===== src/rtl/flag_cdc_arbiter_if.sv =====
// rtl/flag_cdc_arbiter_if.sv - requester/crosser signal bundle for flag_cdc_arbiter
interface flag_cdc_arbiter_if #(
  parameter int N_REQ = 4,
  parameter int ID_W  = 2,
  parameter int CNT_W = 16
);
  logic             enable;
  logic [N_REQ-1:0] req;
  logic             cnt_clr;
  logic             cdc_busy;
  logic             cdc_pulse;
  logic [ID_W-1:0]  cdc_id;
  logic [N_REQ-1:0] pending;
  logic             idle;
  logic [CNT_W-1:0] coalesce_cnt;
  logic             err_timeout;

  modport master (
    output enable, req, cnt_clr, cdc_busy,
    input  cdc_pulse, cdc_id, pending, idle, coalesce_cnt, err_timeout
  );

  modport slave (
    input  enable, req, cnt_clr, cdc_busy,
    output cdc_pulse, cdc_id, pending, idle, coalesce_cnt, err_timeout
  );
endinterface


===== src/rtl/flag_cdc_arbiter.sv =====
// rtl/flag_cdc_arbiter.sv - round-robin arbiter sharing one toggle flag crosser among event sources
module flag_cdc_arbiter #(
  parameter int N_REQ     = 4,
  parameter int ID_W      = 2,
  parameter int TIMEOUT_W = 8,
  parameter int CNT_W     = 16
) (
  input  logic              clk,
  input  logic              rst_n,
  flag_cdc_arbiter_if.slave bus
);
  typedef enum logic [1:0] {IDLE, PULSE, GUARD, WAIT} state_t;

  localparam int PC_W  = $clog2(N_REQ + 1);
  localparam int SUM_W = ((CNT_W > PC_W) ? CNT_W : PC_W) + 1;
  // Last WAIT count value before giving up: exit after 2**TIMEOUT_W-1 WAIT cycles.
  localparam logic [TIMEOUT_W-1:0] TMO_LAST = TIMEOUT_W'((2 ** TIMEOUT_W) - 2);

  state_t               state, state_nxt;
  logic [ID_W-1:0]      rr_ptr;
  logic [ID_W-1:0]      start;
  logic [ID_W:0]        gsum;
  logic [ID_W-1:0]      grant;
  logic                 found;
  logic                 launch;
  logic                 timeout_hit;
  logic [N_REQ-1:0]     rot;
  logic [N_REQ-1:0]     clr_mask;
  logic [N_REQ-1:0]     merge;
  logic [N_REQ-1:0]     pending_q;
  logic [TIMEOUT_W-1:0] tmo_cnt;
  logic [SUM_W-1:0]     cnt_sum;
  logic [CNT_W-1:0]     cnt_q, cnt_nxt;
  logic                 pulse_q, idle_q, err_q;
  logic [ID_W-1:0]      id_q;

  // Rotate pending so bit 0 is the slot just after the last grant, then take the first set bit.
  always_comb begin
    start = (rr_ptr == ID_W'(N_REQ - 1)) ? '0 : rr_ptr + 1'b1;
    rot   = N_REQ'({pending_q, pending_q} >> start);
    found = 1'b0;
    gsum  = '0;
    for (int j = 0; j < N_REQ; j++) begin
      if (!found && rot[j]) begin
        found = 1'b1;
        gsum  = {1'b0, start} + (ID_W + 1)'(j);
      end
    end
    if (gsum >= (ID_W + 1)'(N_REQ)) gsum = gsum - (ID_W + 1)'(N_REQ);
    grant    = gsum[ID_W-1:0];
    launch   = (state == IDLE) && bus.enable && found;
    clr_mask = launch ? (N_REQ'(1) << grant) : '0;
    merge    = bus.req & pending_q & ~clr_mask;
  end

  always_comb begin
    cnt_sum = SUM_W'(cnt_q);
    for (int j = 0; j < N_REQ; j++) begin
      cnt_sum = cnt_sum + SUM_W'(merge[j]);
    end
    if (bus.cnt_clr)
      cnt_nxt = '0;
    else if (cnt_sum > SUM_W'({CNT_W{1'b1}}))
      cnt_nxt = '1;
    else
      cnt_nxt = cnt_sum[CNT_W-1:0];
  end

  always_ff @(posedge clk or negedge rst_n) begin
    if (!rst_n) state <= IDLE;
    else        state <= state_nxt;
  end

  // GUARD deliberately skips cdc_busy: the crosser only raises busy a cycle after the launch.
  always_comb begin
    state_nxt   = state;
    timeout_hit = 1'b0;
    case (state)
      IDLE:  if (launch) state_nxt = PULSE;
      PULSE: state_nxt = GUARD;
      GUARD: state_nxt = WAIT;
      WAIT: begin
        if (!bus.cdc_busy) begin
          state_nxt = IDLE;
        end else if (tmo_cnt == TMO_LAST) begin
          state_nxt   = IDLE;
          timeout_hit = 1'b1;
        end
      end
      default: state_nxt = IDLE;
    endcase
  end

  always_ff @(posedge clk or negedge rst_n) begin
    if (!rst_n) begin
      pending_q <= '0;
      cnt_q     <= '0;
      err_q     <= 1'b0;
      rr_ptr    <= ID_W'(N_REQ - 1);
      id_q      <= '0;
      pulse_q   <= 1'b0;
      idle_q    <= 1'b1;
      tmo_cnt   <= '0;
    end else begin
      pending_q <= (pending_q & ~clr_mask) | bus.req;
      cnt_q     <= cnt_nxt;
      if (bus.cnt_clr)  err_q <= 1'b0;
      else if (timeout_hit) err_q <= 1'b1;
      if (launch) begin
        rr_ptr <= grant;
        id_q   <= grant;
      end
      pulse_q <= (state_nxt == PULSE);
      idle_q  <= (state_nxt == IDLE);
      if (state == GUARD)     tmo_cnt <= '0;
      else if (state == WAIT) tmo_cnt <= tmo_cnt + 1'b1;
    end
  end

  assign bus.cdc_pulse    = pulse_q;
  assign bus.cdc_id       = id_q;
  assign bus.pending      = pending_q;
  assign bus.idle         = idle_q;
  assign bus.coalesce_cnt = cnt_q;
  assign bus.err_timeout  = err_q;
endmodule

===== src/flat_wrapper.sv =====
// flat-port wrapper written by rule: the top's interface ports become plain ports
module flag_cdc_arbiter_flat 
#(
  parameter int N_REQ     = 4,
  parameter int ID_W      = 2,
  parameter int TIMEOUT_W = 8,
  parameter int CNT_W     = 16
)
  (clk, rst_n, bus_enable, bus_req, bus_cnt_clr, bus_cdc_busy, bus_cdc_pulse, bus_cdc_id, bus_pending, bus_idle, bus_coalesce_cnt, bus_err_timeout);
  flag_cdc_arbiter_if #(.N_REQ(N_REQ), .ID_W(ID_W), .CNT_W(CNT_W)) bus_i ();
  input  logic clk;
  input  logic rst_n;
  input wire logic [$bits(bus_i.enable)-1:0] bus_enable;
  input wire logic [$bits(bus_i.req)-1:0] bus_req;
  input wire logic [$bits(bus_i.cnt_clr)-1:0] bus_cnt_clr;
  input wire logic [$bits(bus_i.cdc_busy)-1:0] bus_cdc_busy;
  output wire logic [$bits(bus_i.cdc_pulse)-1:0] bus_cdc_pulse;
  output wire logic [$bits(bus_i.cdc_id)-1:0] bus_cdc_id;
  output wire logic [$bits(bus_i.pending)-1:0] bus_pending;
  output wire logic [$bits(bus_i.idle)-1:0] bus_idle;
  output wire logic [$bits(bus_i.coalesce_cnt)-1:0] bus_coalesce_cnt;
  output wire logic [$bits(bus_i.err_timeout)-1:0] bus_err_timeout;
  assign bus_i.enable = bus_enable;
  assign bus_i.req = bus_req;
  assign bus_i.cnt_clr = bus_cnt_clr;
  assign bus_i.cdc_busy = bus_cdc_busy;
  assign bus_cdc_pulse = bus_i.cdc_pulse;
  assign bus_cdc_id = bus_i.cdc_id;
  assign bus_pending = bus_i.pending;
  assign bus_idle = bus_i.idle;
  assign bus_coalesce_cnt = bus_i.coalesce_cnt;
  assign bus_err_timeout = bus_i.err_timeout;
  flag_cdc_arbiter #(.N_REQ(N_REQ), .ID_W(ID_W), .TIMEOUT_W(TIMEOUT_W), .CNT_W(CNT_W)) u_core (.clk(clk), .rst_n(rst_n), .bus(bus_i));
endmodule

===== config.mk =====
export PLATFORM = sky130hd
export DESIGN_NAME = flag_cdc_arbiter_flat
export DESIGN_NICKNAME = d
export VERILOG_FILES = /design/src/rtl/flag_cdc_arbiter_if.sv /design/src/rtl/flag_cdc_arbiter.sv /design/src/flat_wrapper.sv
export SDC_FILE = /design/constraint.sdc
export NUM_CORES = 1
export LEC_CHECK = 0
export BUFFER_PORTS_ARGS = -buffer_cell sky130_fd_sc_hd__clkbuf_2
export CAP_MARGIN = 10
export CORE_UTILIZATION = 45
export CTS_CLUSTER_SIZE = 14
export DETAILED_ROUTE_END_ITERATION = 7
export PLACE_DENSITY = 0.66
export SETUP_SLACK_MARGIN = 0.02
export SLEW_MARGIN = 20
export SYNTH_ARGS = -nofsm -noshare
export SYNTH_HDL_FRONTEND = slang
export SYNTH_SLANG_ARGS = --single-unit

===== constraint.sdc =====
create_clock -name clk -period 5 [get_ports clk]
set_clock_uncertainty 0.2 [all_clocks]
set_input_delay 0.75 -clock clk [delete_from_list [all_inputs] [get_ports clk]]
set_output_delay 0.75 -clock clk [all_outputs]
set_load 0.05 [all_outputs]

; Yosys cells after proc, flatten, opt, wreduce, memory -nomap -nowiden
; Index checks and enable logic that the tools add are counted.
[totals]
ff_bits = 37
latchBits = 0
ram_bits = 0
mem_bits_ro = 0
inputBits = 9
output_inout_bits = 25
wordCells = 70
n_memories = 0
[classes]
add_sub_neg = 10
multipliers = 0
div_mod_pow = 0
order_cmp = 2
n_eq_ne = 6
shifts = 2
n_mux = 24
bitwise = 5
n_reduce_logical = 12
[op_table]
columns = cell, count
row1 = $add A17 B1 Y17, 3
row2 = $mux W16, 2
row3 = $add A16 B1 Y17, 1
row4 = $gt A17 B16 Y1 const B, 1
row5 = $mux W8, 2
row6 = $and A4 B4 Y4, 3
row7 = $mux W2, 6
row8 = $mux W1, 9
row9 = $mux W3, 3
row10 = $add A8 B1 Y8 const B, 1
row11 = $eq A8 B8 Y1 const B, 1
row12 = $pmux W2 S4, 1
row13 = $shr A8 B2 Y4, 1
row14 = $add A2 B2 Y3 const B, 2
row15 = $eq A2 B2 Y1 const B, 3
row16 = $logic_and A1 B1 Y1, 5
row17 = $eq A2 B1 Y1 const B, 2
row18 = $logic_not A2 Y1, 2
row19 = $mux W4, 1
row20 = $not A4 Y4, 1
row21 = $or A4 B4 Y4, 1
row22 = $reduce_bool A2 Y1, 2
row23 = $shl A1 B2 Y4 const A, 1
row24 = $add A2 B1 Y3 const B, 1
row25 = 4 further kinds, 6

; Longest topological paths before layout
; Gate-level depths: netlist of run 1.
[logic_depth]
depth_word = 26
ltp_mapped = 15

; Worst setup path after synthesis of run 1
; No wires, ideal clock.
[synth_timing]
path_kind = reg-to-reg
start = reg u_core.rr_ptr[0]
end = reg u_core.cnt_q[10], in the netlist u_core.bus.coalesce_cnt[10]
arrival_time_ps = 3673
required_ps = 4664
setup_slack_ps = 990
path_stages_with_launch = 16
path_buffers = 2
cell_sequence = dfstp_2 > ha_1 > nand2_1 > a311oi_1 > or2_1 > buf_2 > a21o_1 > fa_1 > inv_1 > fa_1 > fa_1 > nand4_2 > nor2_2 > nand4_1 > buf_2 > a21oi_1
[synth_between]
elab_chain_cells = 26
elab_cells_between_ends = 36
cone_classes = 9 x add/sub / 2 x order compare / 1 x eq/ne / 2 x shift / 13 x mux / 2 x bitwise / 7 x reduce/logical
[synth_lines]
columns = item, line
row1 = from (decl), flag_cdc_arbiter.sv:20  ; logic [ID_W-1:0] rr_ptr;
row2 = from (signal assigned), flag_cdc_arbiter.sv:99  ; rr_ptr <= ID_W'(N_REQ - 1);
row3 = from (signal assigned), flag_cdc_arbiter.sv:110  ; rr_ptr <= grant;
row4 = $add A2 B1 Y2 / $eq A2 B2 Y1 (equally long branches), flag_cdc_arbiter.sv:39  ; start = (rr_ptr == ID_W'(N_REQ - 1)) ? '0 : rr_ptr + 1'b1;
row5 = $mux W2 *, flag_cdc_arbiter.sv:39
row6 = $shr A8 B2 Y4, flag_cdc_arbiter.sv:40  ; rot = N_REQ'({pending_q, pending_q} >> start);
row7 = $mux W1, flag_cdc_arbiter.sv:44  ; if (!found && rot[j]) begin
row8 = $logic_not A1 Y1, flag_cdc_arbiter.sv:44
row9 = $logic_and A1 B1 Y1, flag_cdc_arbiter.sv:44
row10 = $mux W1, flag_cdc_arbiter.sv:44
row11 = $logic_not A1 Y1, flag_cdc_arbiter.sv:44
row12 = (+10 left out), --
row13 = $and A4 B4 Y4 *, flag_cdc_arbiter.sv:53  ; merge = bus.req & pending_q & ~clr_mask;
row14 = $add A16 B1 Y17, flag_cdc_arbiter.sv:59  ; cnt_sum = cnt_sum + SUM_W'(merge[j]);
row15 = $add A17 B1 Y17 (2 in a row), flag_cdc_arbiter.sv:59
row16 = $add A17 B1 Y17 *, flag_cdc_arbiter.sv:59
row17 = $gt A17 B16 Y1, flag_cdc_arbiter.sv:63  ; else if (cnt_sum > SUM_W'({CNT_W{1'b1}}))
row18 = $mux W16 *, flag_cdc_arbiter.sv:63
row19 = $mux W16 *, flag_cdc_arbiter.sv:61  ; if (bus.cnt_clr)
row20 = via u_core.cnt_nxt[10], flag_cdc_arbiter.sv:33  ; logic [CNT_W-1:0] cnt_q, cnt_nxt;
row21 = to (signal assigned), flag_cdc_arbiter.sv:106  ; cnt_q <= cnt_nxt;
row22 = to (decl), flag_cdc_arbiter.sv:33
; Mark *: on every way through the listed nets, which the timed path passes. The rest lies on a longest branch.
; A chain may end at the register's enable or synchronous reset.

; Final worst setup path of run 1
[layout_timing]
start = reg u_core.rr_ptr[0]
end = reg u_core.cnt_q[1], in the netlist u_core.bus.coalesce_cnt[1]
; The elaborated chain is that of the path after synthesis.

==> impl_metrics.prom, run 1 <==
# TYPE chip_impl_metric gauge
chip_impl_metric{name="synth-seq-cells",unit=""} 37
chip_impl_metric{name="layout.cells.non_filler",unit=""} 290
chip_impl_metric{name="avgSynthCellArea",unit="sq um"} 9.70
chip_impl_metric{name="netlist_area",unit="sq mm"} 0.00197
chip_impl_metric{name="maximum_frequency_from_static_timing_analysis",unit="MHz"} 226
chip_impl_metric{name="clock_tree.buffer_depth",unit=""} 2
chip_impl_metric{name="power.ir.vdd_worst",unit="uV"} 225
chip_impl_metric{name="cellPowerDensity",unit="mW/mm^2"} 501
chip_impl_metric{name="drt_wl_total",unit="um"} 3880
chip_impl_info{name="cts_tree",value="done"} 1
chip_impl_metric{name="design.die.area",unit="sq mm"} 0.00465
chip_impl_metric{name="residual_antenna_violating_net_count_after_detailed_routing",unit=""} 0
chip_impl_metric{name="post-route-util",unit="%"} 56.7
chip_impl_metric{name="number_of_buffers_created_by_cts",unit=""} 5
chip_impl_metric{name="grt-ovfl-total",unit=""} 0
chip_impl_metric{name="grt_first_pass_wirelength",unit="um"} 6610
chip_impl_metric{name="track_usage",unit="%"} 19.5
chip_impl_info{name="synth.largest_area_cell",value="sky130_fd_sc_hd__dfrtp_1"} 1
chip_impl_metric{name="floorplan.initialDensity",unit="%"} 48.2
chip_impl_metric{name="route.detailed.vias_per_inst",unit=""} 5.40
chip_impl_info{name="whs_endpoint",value="u_core.rr_ptr[1]$_DFFE_PN1P_"} 1
chip_impl_metric{name="number_of_instances_in_the_placed_design",unit=""} 282
chip_impl_info{name="critical_path.reg2reg.startpoint",value="u_core.rr_ptr[0]$_DFFE_PN1P_"} 1
chip_impl_metric{name="power",unit="mW"} 1.16
chip_impl_metric{name="dr_pass1_iterations",unit=""} 4
chip_impl_metric{name="p_leak",unit="nW"} 1.06
chip_impl_metric{name="count_of_filler_cells_inserted_in_the_layout",unit=""} 376
chip_impl_info{name="criticalPathCategory",value="reg2reg"} 1
chip_impl_metric{name="drive_gt1_share",unit="%"} 24.2
chip_impl_metric{name="drv.max_cap_violation_count",unit=""} 0
chip_impl_metric{name="stdcell_area",unit="sq mm"} 0.00232
chip_impl_info{name="cp-start-kind",value="flop"} 1
chip_impl_metric{name="core_area",unit="sq mm"} 0.00409
chip_impl_metric{name="final_nets",unit=""} 255
chip_impl_metric{name="syn_to_final_growth",unit="%"} 17.7
chip_impl_metric{name="synth.yosys.seq_area_share",unit="%"} 47.2
chip_impl_metric{name="worstPathArrival",unit="ns"} 4.38
chip_impl_metric{name="num_antenna_cells",unit=""} 0
chip_impl_metric{name="placedInstanceArea",unit="sq mm"} 0.00218
chip_impl_metric{name="grt_antenna_before_repair",unit=""} 0
chip_impl_metric{name="timing.slew.headroom",unit="%"} 39.1
chip_impl_metric{name="detail_route.iter0.violations",unit=""} 76
chip_impl_metric{name="cts.htree.levels",unit=""} 2
chip_impl_metric{name="dpl.hpwl",unit="um"} 2780
chip_impl_info{name="holdCritStartpoint",value="u_core.rr_ptr[1]$_DFFE_PN1P_"} 1
chip_impl_metric{name="numPortBuffers",unit=""} 33
chip_impl_metric{name="height_of_the_die",unit="um"} 68.2
chip_impl_metric{name="crit_required",unit="ns"} 4.96
chip_impl_metric{name="postSynthCellCount",unit=""} 203
chip_impl_metric{name="worst_setup_hold_path_clk_slew",unit="ns"} 0.08
chip_impl_metric{name="synth.distinct_cells",unit=""} 46
chip_impl_metric{name="cts_hold_buffers",unit=""} 0
chip_impl_metric{name="report.final.slew_viol_count",unit=""} 0
chip_impl_metric{name="first_global_vias",unit=""} 1481
chip_impl_info{name="critical_path.reg2reg.endpoint",value="u_core.bus.coalesce_cnt[1]$_DFF_PN0_"} 1
chip_impl_metric{name="floorplan.rows",unit=""} 23
chip_impl_metric{name="die_w",unit="um"} 68.2
chip_impl_metric{name="cts_resized",unit=""} 0
chip_impl_metric{name="setup_tns",unit="ns"} 0
chip_impl_info{name="post_synth_main_area_contributors",value="sky130_fd_sc_hd__dfrtp_1 43%, sky130_fd_sc_hd__a21oi_1 5.8%, sky130_fd_sc_hd__xnor2_1 4.9%, sky130_fd_sc_hd__dfstp_2 4.0%, sky130_fd_sc_hd__inv_1 3.4%"} 1
chip_impl_metric{name="vias",unit=""} 1565
chip_impl_metric{name="drcViolationCount",unit=""} 0
chip_impl_metric{name="boundaryPins",unit=""} 34
chip_impl_metric{name="worst_slack_on_hold_paths",unit="ns"} 0.297
chip_impl_metric{name="regArea",unit="sq um"} 930
chip_impl_metric{name="synth_largest_type_area_fraction",unit="%"} 43.2
chip_impl_metric{name="insertion_delay",unit="ns"} 0.30
chip_impl_metric{name="place.gp.congestion",unit=""} 0.828
chip_impl_info{name="critPathCaptureType",value="flop"} 1
chip_impl_metric{name="reg2reg_slack",unit="ns"} 0.58
chip_impl_metric{name="post-cts-setup-buffer-count",unit=""} 0
chip_impl_metric{name="multi_input_area",unit="sq um"} 945
chip_impl_metric{name="setup_viol_count_final",unit=""} 0
chip_impl_metric{name="timing.reg2reg.worst_path_depth",unit=""} 13
chip_impl_metric{name="min_delay_path_depth",unit=""} 2
chip_impl_metric{name="syn-num-nets",unit=""} 219
chip_impl_metric{name="grt_max_degree",unit=""} 38
chip_impl_metric{name="clkSinkCount",unit=""} 37
chip_impl_metric{name="final_period_util",unit="%"} 88.4
chip_impl_metric{name="post-route-min-period",unit="ns"} 4.42
chip_impl_metric{name="place_worst_setup_slack",unit="ns"} 0.548
chip_impl_metric{name="yosysWarningCount",unit=""} 0
chip_impl_metric{name="crit_fanout",unit=""} 14
chip_impl_info{name="hold_class",value="reg2reg"} 1
chip_impl_info{name="rsz0062_at_grt",value="no"} 1
chip_impl_metric{name="final_hold_viol_count",unit=""} 0
chip_impl_info{name="outcome",value="complete, no violations"} 1
chip_impl_metric{name="worst-slew-pin-transition",unit="ns"} 0.914
chip_impl_metric{name="per_cell_routed_wire_length",unit="um"} 13.4
chip_impl_info{name="cts.root.buffer_cell",value="sky130_fd_sc_hd__clkbuf_8"} 1
chip_impl_metric{name="finalWorstSetupSlack",unit="ns"} 0.581
## area by class of cell
cell class	count	share of cell area, %
multi-input combinational	142	40.8
sequential	37	40.1
timing repair buffer	34	7.45
inverter	19	3.19
clock buffer	5	2.97
clock inverter	3	2.81
tap	50	2.70
## synth_stat cells, drive strengths merged
cell type / number
clkbuf: 2
nor2b: 4
or3: 2
o211ai: 3
nor3b: 1
nand4: 6
dfstp: 3
a21oi: 24
inv: 19
o22ai: 3
xor2: 1
o21ai: 9
nand3: 8
ha: 4
and3: 3
and4b: 1
xnor2: 11
nor2: 15
nand2: 17
a311oi: 2
or2: 1
fa: 3
a31o: 1
dfrtp: 34
buf: 3
a21o: 2
a41oi: 1
or4: 1
a31oi: 3
nand3b: 1
nor4: 2
a21boi: 1
nor3: 7
o21a: 2
mux2i: 2
o22a: 1
## critical path, stage by stage, from the launching register on
cell                       delay, ns
sky130_fd_sc_hd__dfstp_2        0.58
sky130_fd_sc_hd__ha_1           0.24
sky130_fd_sc_hd__nand2_1        0.07
sky130_fd_sc_hd__a311oi_1       0.46
sky130_fd_sc_hd__or2_1          0.32
sky130_fd_sc_hd__o211ai_1       0.15
sky130_fd_sc_hd__fa_1           0.50
sky130_fd_sc_hd__inv_1          0.05
sky130_fd_sc_hd__fa_1           0.43
sky130_fd_sc_hd__fa_1           0.45
sky130_fd_sc_hd__nand4_2        0.16
sky130_fd_sc_hd__nor2_2         0.08
sky130_fd_sc_hd__nand4_1        0.44
sky130_fd_sc_hd__a21oi_1        0.15
## layer usage
| layer | vias to the layer above | routed length, um | GRT usage [%] |
|---|---|---|---|
| met2 | 34 | 1840 | 31.4 |
| met1 | 740 | 1790 | 23.9 |
| met3 | 10 | 152 | 4.67 |
| li1 | 781 | - | - |
| met4 | 0 | 94 | 10.9 |
| met5 | - | 0 | 0 |
## sequential cells by signal (all words and copies together), names as in the netlist
signal / cells
u_core.tmo_cnt: 8
u_core.bus.pending: 4
u_core.bus.idle: 1
u_core.bus.err_timeout: 1
u_core.state: 2
u_core.rr_ptr: 2
u_core.bus.cdc_pulse: 1
u_core.bus.cdc_id: 2
u_core.bus.coalesce_cnt: 16
## kinds of logic after synthesis
kind of cell    synth area share [%]
mux                             1.02
buf+inv                         4.83
fa+ha+maj                       5.59
flops                           47.2
compound gates                  16.6
simple gates                    19.4
xor+xnor                        5.34
## power by group
group | internal (mW) | switching (mW)
registers | 0.361 | 0.0703
logic | 0.143 | 0.280
clock network | 0.198 | 0.109
total | 0.702 | 0.460
## placed cells by master, fill, tap and decap left out, types with 2 or more instances in the layout
| cell type | count |
|---|---|
| sky130_fd_sc_hd__a21oi_1 | 23 |
| sky130_fd_sc_hd__a311oi_1 | 2 |
| sky130_fd_sc_hd__a31oi_1 | 2 |
| sky130_fd_sc_hd__and3_1 | 2 |
| sky130_fd_sc_hd__bufinv_16 | 2 |
| sky130_fd_sc_hd__clkbuf_2 | 33 |
| sky130_fd_sc_hd__clkbuf_8 | 5 |
| sky130_fd_sc_hd__dfrtp_1 | 34 |
| sky130_fd_sc_hd__dfstp_2 | 3 |
| sky130_fd_sc_hd__fa_1 | 3 |
| sky130_fd_sc_hd__ha_1 | 4 |
| sky130_fd_sc_hd__inv_1 | 18 |
| sky130_fd_sc_hd__mux2i_1 | 2 |
| sky130_fd_sc_hd__nand2_1 | 17 |
| sky130_fd_sc_hd__nand3_1 | 7 |
| sky130_fd_sc_hd__nand4_1 | 4 |
| sky130_fd_sc_hd__nand4_2 | 2 |
| sky130_fd_sc_hd__nor2_1 | 14 |
| sky130_fd_sc_hd__nor2b_1 | 4 |
| sky130_fd_sc_hd__nor3_1 | 6 |
| sky130_fd_sc_hd__nor4_1 | 2 |
| sky130_fd_sc_hd__o211ai_1 | 3 |
| sky130_fd_sc_hd__o21a_1 | 2 |
| sky130_fd_sc_hd__o21ai_0 | 9 |
| sky130_fd_sc_hd__o22ai_1 | 3 |
| sky130_fd_sc_hd__or3_1 | 2 |
| sky130_fd_sc_hd__xnor2_1 | 11 |
## worst max-delay path by stage
stage,end,from,cells past startpoint,slack (ns)
floorplan,u_core.bus.coalesce_cnt[10]$_DFF_PN0_,u_core.rr_ptr[0]$_DFFE_PN1P_,15,0.99
global placement,u_core.bus.coalesce_cnt[1]$_DFF_PN0_,u_core.rr_ptr[0]$_DFFE_PN1P_,13,0.72
detailed placement,u_core.bus.coalesce_cnt[1]$_DFF_PN0_,u_core.rr_ptr[0]$_DFFE_PN1P_,13,0.55
CTS,u_core.bus.coalesce_cnt[1]$_DFF_PN0_,u_core.rr_ptr[0]$_DFFE_PN1P_,13,0.53
global route,u_core.bus.coalesce_cnt[6]$_DFF_PN0_,u_core.rr_ptr[0]$_DFFE_PN1P_,13,0.17
finish,u_core.bus.coalesce_cnt[1]$_DFF_PN0_,u_core.rr_ptr[0]$_DFFE_PN1P_,13,0.58
Note: power is estimated with default switching activity, not from simulation.
==> run 2, diff against run 1 <==
- RECOVER_POWER: not set -> 100
==> impl_metrics.prom, run 2 (synthesis results as in run 1) <==
# TYPE chip_impl_metric gauge
chip_impl_info{name="outcome",value="finished with violations"} 1
chip_impl_info{name="violations",value="max-capacitance violations, max-slew violations"} 1
chip_impl_metric{name="floorplan.rows",unit=""} 23
chip_impl_metric{name="sequential_power_share",unit="%"} 37.6
chip_impl_metric{name="first_global_vias",unit=""} 1481
chip_impl_metric{name="vias",unit=""} 1561
chip_impl_metric{name="largest_reg_flops",unit=""} 16
chip_impl_metric{name="dr_pass1_iterations",unit=""} 4
chip_impl_metric{name="multi_input_area",unit="sq um"} 923
chip_impl_info{name="criticalPathCategory",value="reg2reg"} 1
chip_impl_info{name="hold_class",value="reg2reg"} 1
chip_impl_metric{name="grt_antenna_before_repair",unit=""} 0
chip_impl_metric{name="share_of_total_power_in_the_clock_network",unit="%"} 26.8
chip_impl_metric{name="intPower",unit="mW"} 0.687
chip_impl_metric{name="design.die.area",unit="sq mm"} 0.00465
chip_impl_metric{name="boundaryPins",unit=""} 34
chip_impl_metric{name="timing.reg2reg.worst_path_depth",unit=""} 13
chip_impl_metric{name="drv.max_cap_violation_count",unit=""} 1
chip_impl_metric{name="drcViolationCount",unit=""} 0
chip_impl_metric{name="worst-slew-pin-transition",unit="ns"} 1.97
chip_impl_metric{name="stdcell_area",unit="sq mm"} 0.00226
chip_impl_metric{name="drive_gt1_share",unit="%"} 11.3
chip_impl_info{name="cp-start-kind",value="flop"} 1
chip_impl_metric{name="post-route-util",unit="%"} 55.3
chip_impl_metric{name="switching_share",unit="%"} 40.0
chip_impl_metric{name="number_of_buffers_created_by_cts",unit=""} 5
chip_impl_metric{name="track_usage",unit="%"} 19.5
chip_impl_metric{name="place_worst_setup_slack",unit="ns"} 0.548
chip_impl_metric{name="floorplan.initialDensity",unit="%"} 48.2
chip_impl_metric{name="die_w",unit="um"} 68.2
chip_impl_metric{name="detail_route.iter0.violations",unit=""} 80
chip_impl_metric{name="height_of_the_die",unit="um"} 68.2
chip_impl_metric{name="p_leak",unit="nW"} 0.967
chip_impl_metric{name="clock_tree.buffer_depth",unit=""} 2
chip_impl_info{name="cts.root.buffer_cell",value="sky130_fd_sc_hd__clkbuf_8"} 1
chip_impl_metric{name="clkSinkCount",unit=""} 37
chip_impl_info{name="layout.cells.most_common_list",value="34 x sky130_fd_sc_hd__dfrtp_1, 27 x sky130_fd_sc_hd__clkbuf_1, 23 x sky130_fd_sc_hd__a21oi_1"} 1
chip_impl_metric{name="cts.htree.levels",unit=""} 2
chip_impl_metric{name="grt_max_degree",unit=""} 38
chip_impl_metric{name="psw",unit="mW"} 0.457
chip_impl_metric{name="grt-ovfl-total",unit=""} 0
chip_impl_metric{name="cts_resized",unit=""} 0
chip_impl_info{name="rsz0062_at_grt",value="no"} 1
chip_impl_metric{name="cellPowerDensity",unit="mW/mm^2"} 506
chip_impl_metric{name="setup_tns",unit="ns"} 0
chip_impl_metric{name="comb_power_share",unit="%"} 35.6
chip_impl_metric{name="per_cell_routed_wire_length",unit="um"} 13.5
chip_impl_metric{name="crit_fanout",unit=""} 14
chip_impl_metric{name="insertion_delay",unit="ns"} 0.30
chip_impl_metric{name="crit_required",unit="ns"} 4.95
chip_impl_metric{name="place.gp.congestion",unit=""} 0.828
chip_impl_metric{name="finalWorstSetupSlack",unit="ns"} 0.505
chip_impl_metric{name="count_of_filler_cells_inserted_in_the_layout",unit=""} 384
chip_impl_metric{name="grt_first_pass_wirelength",unit="um"} 6610
chip_impl_metric{name="syn_to_final_growth",unit="%"} 14.7
chip_impl_metric{name="dpl.hpwl",unit="um"} 2780
chip_impl_metric{name="num_antenna_cells",unit=""} 0
chip_impl_metric{name="drt_wl_total",unit="um"} 3920
chip_impl_info{name="mostFrequentLayoutCell",value="sky130_fd_sc_hd__dfrtp_1"} 1
chip_impl_info{name="cts_tree",value="done"} 1
chip_impl_metric{name="worst_slack_on_hold_paths",unit="ns"} 0.301
chip_impl_info{name="critPathCaptureType",value="flop"} 1
chip_impl_metric{name="final_hold_viol_count",unit=""} 0
chip_impl_metric{name="residual_antenna_violating_net_count_after_detailed_routing",unit=""} 0
chip_impl_metric{name="route.detailed.vias_per_inst",unit=""} 5.38
chip_impl_metric{name="cts_hold_buffers",unit=""} 0
chip_impl_metric{name="maximum_frequency_from_static_timing_analysis",unit="MHz"} 222
chip_impl_metric{name="numPortBuffers",unit=""} 33
chip_impl_metric{name="regArea",unit="sq um"} 930
chip_impl_metric{name="worst_setup_hold_path_clk_slew",unit="ns"} 0.08
chip_impl_metric{name="placedInstanceArea",unit="sq mm"} 0.00218
chip_impl_metric{name="worstPathArrival",unit="ns"} 4.44
chip_impl_metric{name="timing.slew.headroom",unit="%"} -31.4
chip_impl_metric{name="final_period_util",unit="%"} 89.9
chip_impl_metric{name="final_nets",unit=""} 255
chip_impl_metric{name="setup_viol_count_final",unit=""} 0
chip_impl_metric{name="post-cts-setup-buffer-count",unit=""} 0
chip_impl_metric{name="min_delay_path_depth",unit=""} 2
chip_impl_metric{name="post-route-min-period",unit="ns"} 4.49
chip_impl_metric{name="report.final.slew_viol_count",unit=""} 38
chip_impl_metric{name="power.ir.vdd_worst",unit="uV"} 226
chip_impl_metric{name="core_area",unit="sq mm"} 0.00409
run 2: changes by cell type in the layout (fill, tap and decap cells not counted), sizes merged:
cell and change:
buf -1, clkbuf +1
run 2: area by class of cell:
| type | count | area share, % |
|---|---|---|
| Sequential cell | 37 | 41.1 |
| Tap cell | 50 | 2.77 |
| Clock inverter | 3 | 2.88 |
| Timing Repair Buffer | 34 | 6.04 |
| Clock buffer | 5 | 3.05 |
| Inverter | 19 | 3.27 |
| Multi-Input combinational cell | 142 | 40.9 |
run 2: worst paths after layout:
path	startpoint	end	slack [ns]
setup / recovery	u_core.rr_ptr[0]$_DFFE_PN1P_	u_core.bus.coalesce_cnt[6]$_DFF_PN0_	0.51
hold / removal	u_core.rr_ptr[1]$_DFFE_PN1P_	u_core.rr_ptr[1]$_DFFE_PN1P_	0.30
setup reg to reg	u_core.rr_ptr[0]$_DFFE_PN1P_	u_core.bus.coalesce_cnt[6]$_DFF_PN0_	0.51
hold reg to reg	u_core.rr_ptr[1]$_DFFE_PN1P_	u_core.rr_ptr[1]$_DFFE_PN1P_	0.30
max in group asynchronous	rst_n	u_core.bus.coalesce_cnt[1]$_DFF_PN0_	2.67
min in group asynchronous	rst_n	u_core.tmo_cnt[6]$_DFFE_PN0P_	0.80
run 2: stage by stage:
| step | cells | power [mW] |
|---|---|---|
| 6_report | 290 | 1.14 |
| 5_1_grt | 290 | 1.22 |
| 4_1_cts | 290 | 1.17 |
| 3_5_place_dp | 282 | 0.864 |
| 3_3_place_gp | 282 | 0.856 |
| 2_1_floorplan | 203 | 0.759 |
run 2: worst max-delay path, cell delays in order (launching register included):
cell and delay, ns:
sky130_fd_sc_hd__dfstp_1 0.60, sky130_fd_sc_hd__ha_1 0.26, sky130_fd_sc_hd__nand2_1 0.07, sky130_fd_sc_hd__a311oi_1 0.47
sky130_fd_sc_hd__or2_1 0.33, sky130_fd_sc_hd__o211ai_1 0.16, sky130_fd_sc_hd__fa_1 0.50, sky130_fd_sc_hd__inv_1 0.05
sky130_fd_sc_hd__fa_1 0.43, sky130_fd_sc_hd__fa_1 0.45, sky130_fd_sc_hd__nand4_2 0.16, sky130_fd_sc_hd__nor2_2 0.08
sky130_fd_sc_hd__nand4_1 0.45, sky130_fd_sc_hd__a21oi_1 0.14
run 2: metal layers:
| metal | vias up | global-route usage [%] | part of all wire [%] |
|---|---|---|---|
| li1 | 779 | - | - |
| met1 | 749 | 23.9 | 47 |
| met2 | 26 | 31.4 | 48 |
| met3 | 7 | 4.67 | 3.0 |
| met4 | 0 | 10.9 | 2.1 |
| met5 | - | 0 | 0 |
run 2: power by group through the flow:
stage	clock (mW)	combinational [mW]	sequential (mW)
floorplan	0	0.249	0.510
global placement	0	0.420	0.436
detailed placement	0	0.427	0.437
CTS	0.316	0.427	0.431
global route	0.324	0.459	0.441
finish	0.307	0.407	0.430
==> run 3, diff against run 2 <==
==> constraint.sdc (replaced) <==
create_clock -name clk -period 5 [get_ports clk]
set_clock_uncertainty 0.2 [all_clocks]
set_input_delay 0.25 -clock clk [delete_from_list [all_inputs] [get_ports clk]]
set_output_delay 0.25 -clock clk [all_outputs]
set_load 0.05 [all_outputs]
==> impl_metrics.prom, run 3 (synthesis results as in run 1) <==
# TYPE chip_impl_metric gauge
chip_impl_info{name="outcome",value="finished with violations"} 1
chip_impl_info{name="violations",value="max-capacitance violations, max-slew violations"} 1
chip_impl_metric{name="design.die.area",unit="sq mm"} 0.00465
chip_impl_metric{name="worst-slew-pin-transition",unit="ns"} 1.98
chip_impl_metric{name="num_antenna_cells",unit=""} 0
chip_impl_metric{name="placedInstanceArea",unit="sq mm"} 0.00218
chip_impl_metric{name="clkSinkCount",unit=""} 37
chip_impl_metric{name="numPortBuffers",unit=""} 33
chip_impl_metric{name="dpl.hpwl",unit="um"} 2780
chip_impl_metric{name="number_of_instances_in_the_placed_design",unit=""} 282
chip_impl_metric{name="syn_to_final_growth",unit="%"} 15.8
chip_impl_metric{name="place.gp.congestion",unit=""} 0.828
chip_impl_metric{name="timing.slew.headroom",unit="%"} -31.9
chip_impl_metric{name="boundaryPins",unit=""} 34
chip_impl_metric{name="worst_setup_hold_path_clk_slew",unit="ns"} 0.08
chip_impl_metric{name="final_nets",unit=""} 257
chip_impl_metric{name="largest_reg_flops",unit=""} 16
chip_impl_info{name="holdCritStartpoint",value="bus_req[2]"} 1
chip_impl_metric{name="floorplan.rows",unit=""} 23
chip_impl_metric{name="cellPowerDensity",unit="mW/mm^2"} 503
chip_impl_metric{name="setup_viol_count_final",unit=""} 0
chip_impl_metric{name="power.ir.vdd_worst",unit="uV"} 238
chip_impl_metric{name="drive_gt1_share",unit="%"} 11.2
chip_impl_metric{name="grt_first_pass_wirelength",unit="um"} 6640
chip_impl_metric{name="cts_resized",unit=""} 0
chip_impl_metric{name="reg2reg_slack",unit="ns"} 0.49
chip_impl_metric{name="vias",unit=""} 1584
chip_impl_metric{name="die_w",unit="um"} 68.2
chip_impl_metric{name="post-route-min-period",unit="ns"} 4.51
chip_impl_metric{name="min_delay_path_depth",unit=""} 3
chip_impl_metric{name="cts.htree.levels",unit=""} 2
chip_impl_metric{name="grt_antenna_before_repair",unit=""} 0
chip_impl_info{name="mostFrequentLayoutCell",value="sky130_fd_sc_hd__dfrtp_1"} 1
chip_impl_metric{name="count_of_filler_cells_inserted_in_the_layout",unit=""} 381
chip_impl_info{name="rsz0062_at_grt",value="no"} 1
chip_impl_info{name="whs_endpoint",value="u_core.bus.pending[2]$_DFF_PN0_"} 1
chip_impl_metric{name="clock_tree.buffer_depth",unit=""} 2
chip_impl_metric{name="crit_required",unit="ns"} 4.95
chip_impl_metric{name="first_global_vias",unit=""} 1486
chip_impl_metric{name="layout.cells.non_filler",unit=""} 292
chip_impl_metric{name="maximum_frequency_from_static_timing_analysis",unit="MHz"} 222
chip_impl_info{name="criticalPathCategory",value="reg2reg"} 1
chip_impl_info{name="critical_path.reg2reg.startpoint",value="u_core.rr_ptr[0]$_DFFE_PN1P_"} 1
chip_impl_info{name="hold_class",value="in2reg"} 1
chip_impl_metric{name="insertion_delay",unit="ns"} 0.30
chip_impl_metric{name="final_hold_viol_count",unit=""} 0
chip_impl_metric{name="timing.reg2reg.worst_path_depth",unit=""} 13
chip_impl_metric{name="route.detailed.vias_per_inst",unit=""} 5.42
chip_impl_metric{name="setup_tns",unit="ns"} 0
chip_impl_metric{name="residual_antenna_violating_net_count_after_detailed_routing",unit=""} 0
chip_impl_metric{name="report.final.slew_viol_count",unit=""} 38
chip_impl_metric{name="p_leak",unit="nW"} 0.975
chip_impl_metric{name="drv.max_cap_violation_count",unit=""} 1
chip_impl_metric{name="dr_pass1_iterations",unit=""} 4
chip_impl_metric{name="height_of_the_die",unit="um"} 68.2
chip_impl_metric{name="worstPathArrival",unit="ns"} 4.46
chip_impl_info{name="critical_path.reg2reg.endpoint",value="u_core.bus.coalesce_cnt[6]$_DFF_PN0_"} 1
chip_impl_metric{name="drcViolationCount",unit=""} 0
chip_impl_metric{name="crit_fanout",unit=""} 14
chip_impl_metric{name="track_usage",unit="%"} 19.6
chip_impl_metric{name="detail_route.iter0.violations",unit=""} 70
chip_impl_info{name="cp-start-kind",value="flop"} 1
chip_impl_metric{name="core_area",unit="sq mm"} 0.00409
chip_impl_metric{name="per_cell_routed_wire_length",unit="um"} 13.6
chip_impl_metric{name="stdcell_area",unit="sq mm"} 0.00228
chip_impl_metric{name="grt_max_degree",unit=""} 38
chip_impl_info{name="cts.root.buffer_cell",value="sky130_fd_sc_hd__clkbuf_8"} 1
chip_impl_metric{name="drt_wl_total",unit="um"} 3960
chip_impl_metric{name="number_of_buffers_created_by_cts",unit=""} 5
chip_impl_info{name="critPathCaptureType",value="flop"} 1
chip_impl_metric{name="final_period_util",unit="%"} 90.2
chip_impl_info{name="layout.cells.most_common_list",value="34 x sky130_fd_sc_hd__dfrtp_1, 27 x sky130_fd_sc_hd__clkbuf_1, 23 x sky130_fd_sc_hd__a21oi_1"} 1
chip_impl_info{name="cts_tree",value="done"} 1
chip_impl_metric{name="floorplan.initialDensity",unit="%"} 48.2
chip_impl_metric{name="grt-ovfl-total",unit=""} 0
[run 3: through the flow]
step | utilization [%] | hold slack (ns) | total power, mW | setup slack (ns)
after detailed placement | 53.4 | 0.232 | 0.864 | 0.548
after global routing | 55.8 | 0.0518 | 1.23 | 0.106
final | 55.8 | 0.0149 | 1.15 | 0.490
after CTS | 57.2 | 0.00807 | 1.18 | 0.527
after floorplan | - | -0.246 | 0.759 | 0.990
after global placement | 53.4 | 0.228 | 0.856 | 0.717
[run 3: cell type report]
cell class	instances	area [sq um]	area share, %
clock buffer	5	68.8	3.02
timing repair buffer	36	156	6.86
sequential	37	930	40.8
tap	50	62.6	2.74
clock inverter	3	65.1	2.85
inverter	19	73.8	3.24
multi-input combinational	142	923	40.5
[run 3: layer usage]
| metal | wire (um) | track usage [%] | up-vias |
|---|---|---|---|
| met3 | 154 | 4.67 | 8 |
| met5 | 0 | 0 | - |
| met1 | 1830 | 23.9 | 754 |
| li1 | - | - | 785 |
| met2 | 1890 | 31.6 | 37 |
| met4 | 85 | 10.9 | 0 |
[run 3: how the worst max path moves through the flow]
stage               slack (ns)                                     to                          from  cells past startpoint
floorplan                 0.99  u_core.bus.coalesce_cnt[10]$_DFF_PN0_  u_core.rr_ptr[0]$_DFFE_PN1P_                     15
global placement          0.72   u_core.bus.coalesce_cnt[1]$_DFF_PN0_  u_core.rr_ptr[0]$_DFFE_PN1P_                     13
detailed placement        0.55   u_core.bus.coalesce_cnt[1]$_DFF_PN0_  u_core.rr_ptr[0]$_DFFE_PN1P_                     13
CTS                       0.53   u_core.bus.coalesce_cnt[1]$_DFF_PN0_  u_core.rr_ptr[0]$_DFFE_PN1P_                     13
global route              0.11   u_core.bus.coalesce_cnt[6]$_DFF_PN0_  u_core.rr_ptr[0]$_DFFE_PN1P_                     13
finish                    0.49   u_core.bus.coalesce_cnt[6]$_DFF_PN0_  u_core.rr_ptr[0]$_DFFE_PN1P_                     13
[run 3: report_power, final]
group | total [mW] | switching [mW] | internal, mW | leakage (nW)
Clock | 0.306 | 0.108 | 0.198 | 0.0681
Combinational | 0.410 | 0.280 | 0.130 | 0.436
Sequential | 0.430 | 0.0703 | 0.360 | 0.471
Total | 1.15 | 0.458 | 0.688 | 0.975
[run 3: what timing repair did]
action,CTS,global route
hold buffers,2,0
setup buffers,0,0
hold endpoints to repair,35,0
[run 3: critical path, cell delays in order, from the launching register on]
cell and delay, ns:
sky130_fd_sc_hd__dfstp_1 0.60, sky130_fd_sc_hd__ha_1 0.26, sky130_fd_sc_hd__nand2_1 0.07, sky130_fd_sc_hd__a311oi_1 0.47
sky130_fd_sc_hd__or2_1 0.33, sky130_fd_sc_hd__o211ai_1 0.16, sky130_fd_sc_hd__fa_1 0.50, sky130_fd_sc_hd__inv_1 0.05
sky130_fd_sc_hd__fa_1 0.43, sky130_fd_sc_hd__fa_1 0.45, sky130_fd_sc_hd__nand4_2 0.16, sky130_fd_sc_hd__nor2_2 0.08
sky130_fd_sc_hd__nand4_1 0.45, sky130_fd_sc_hd__a21oi_1 0.15
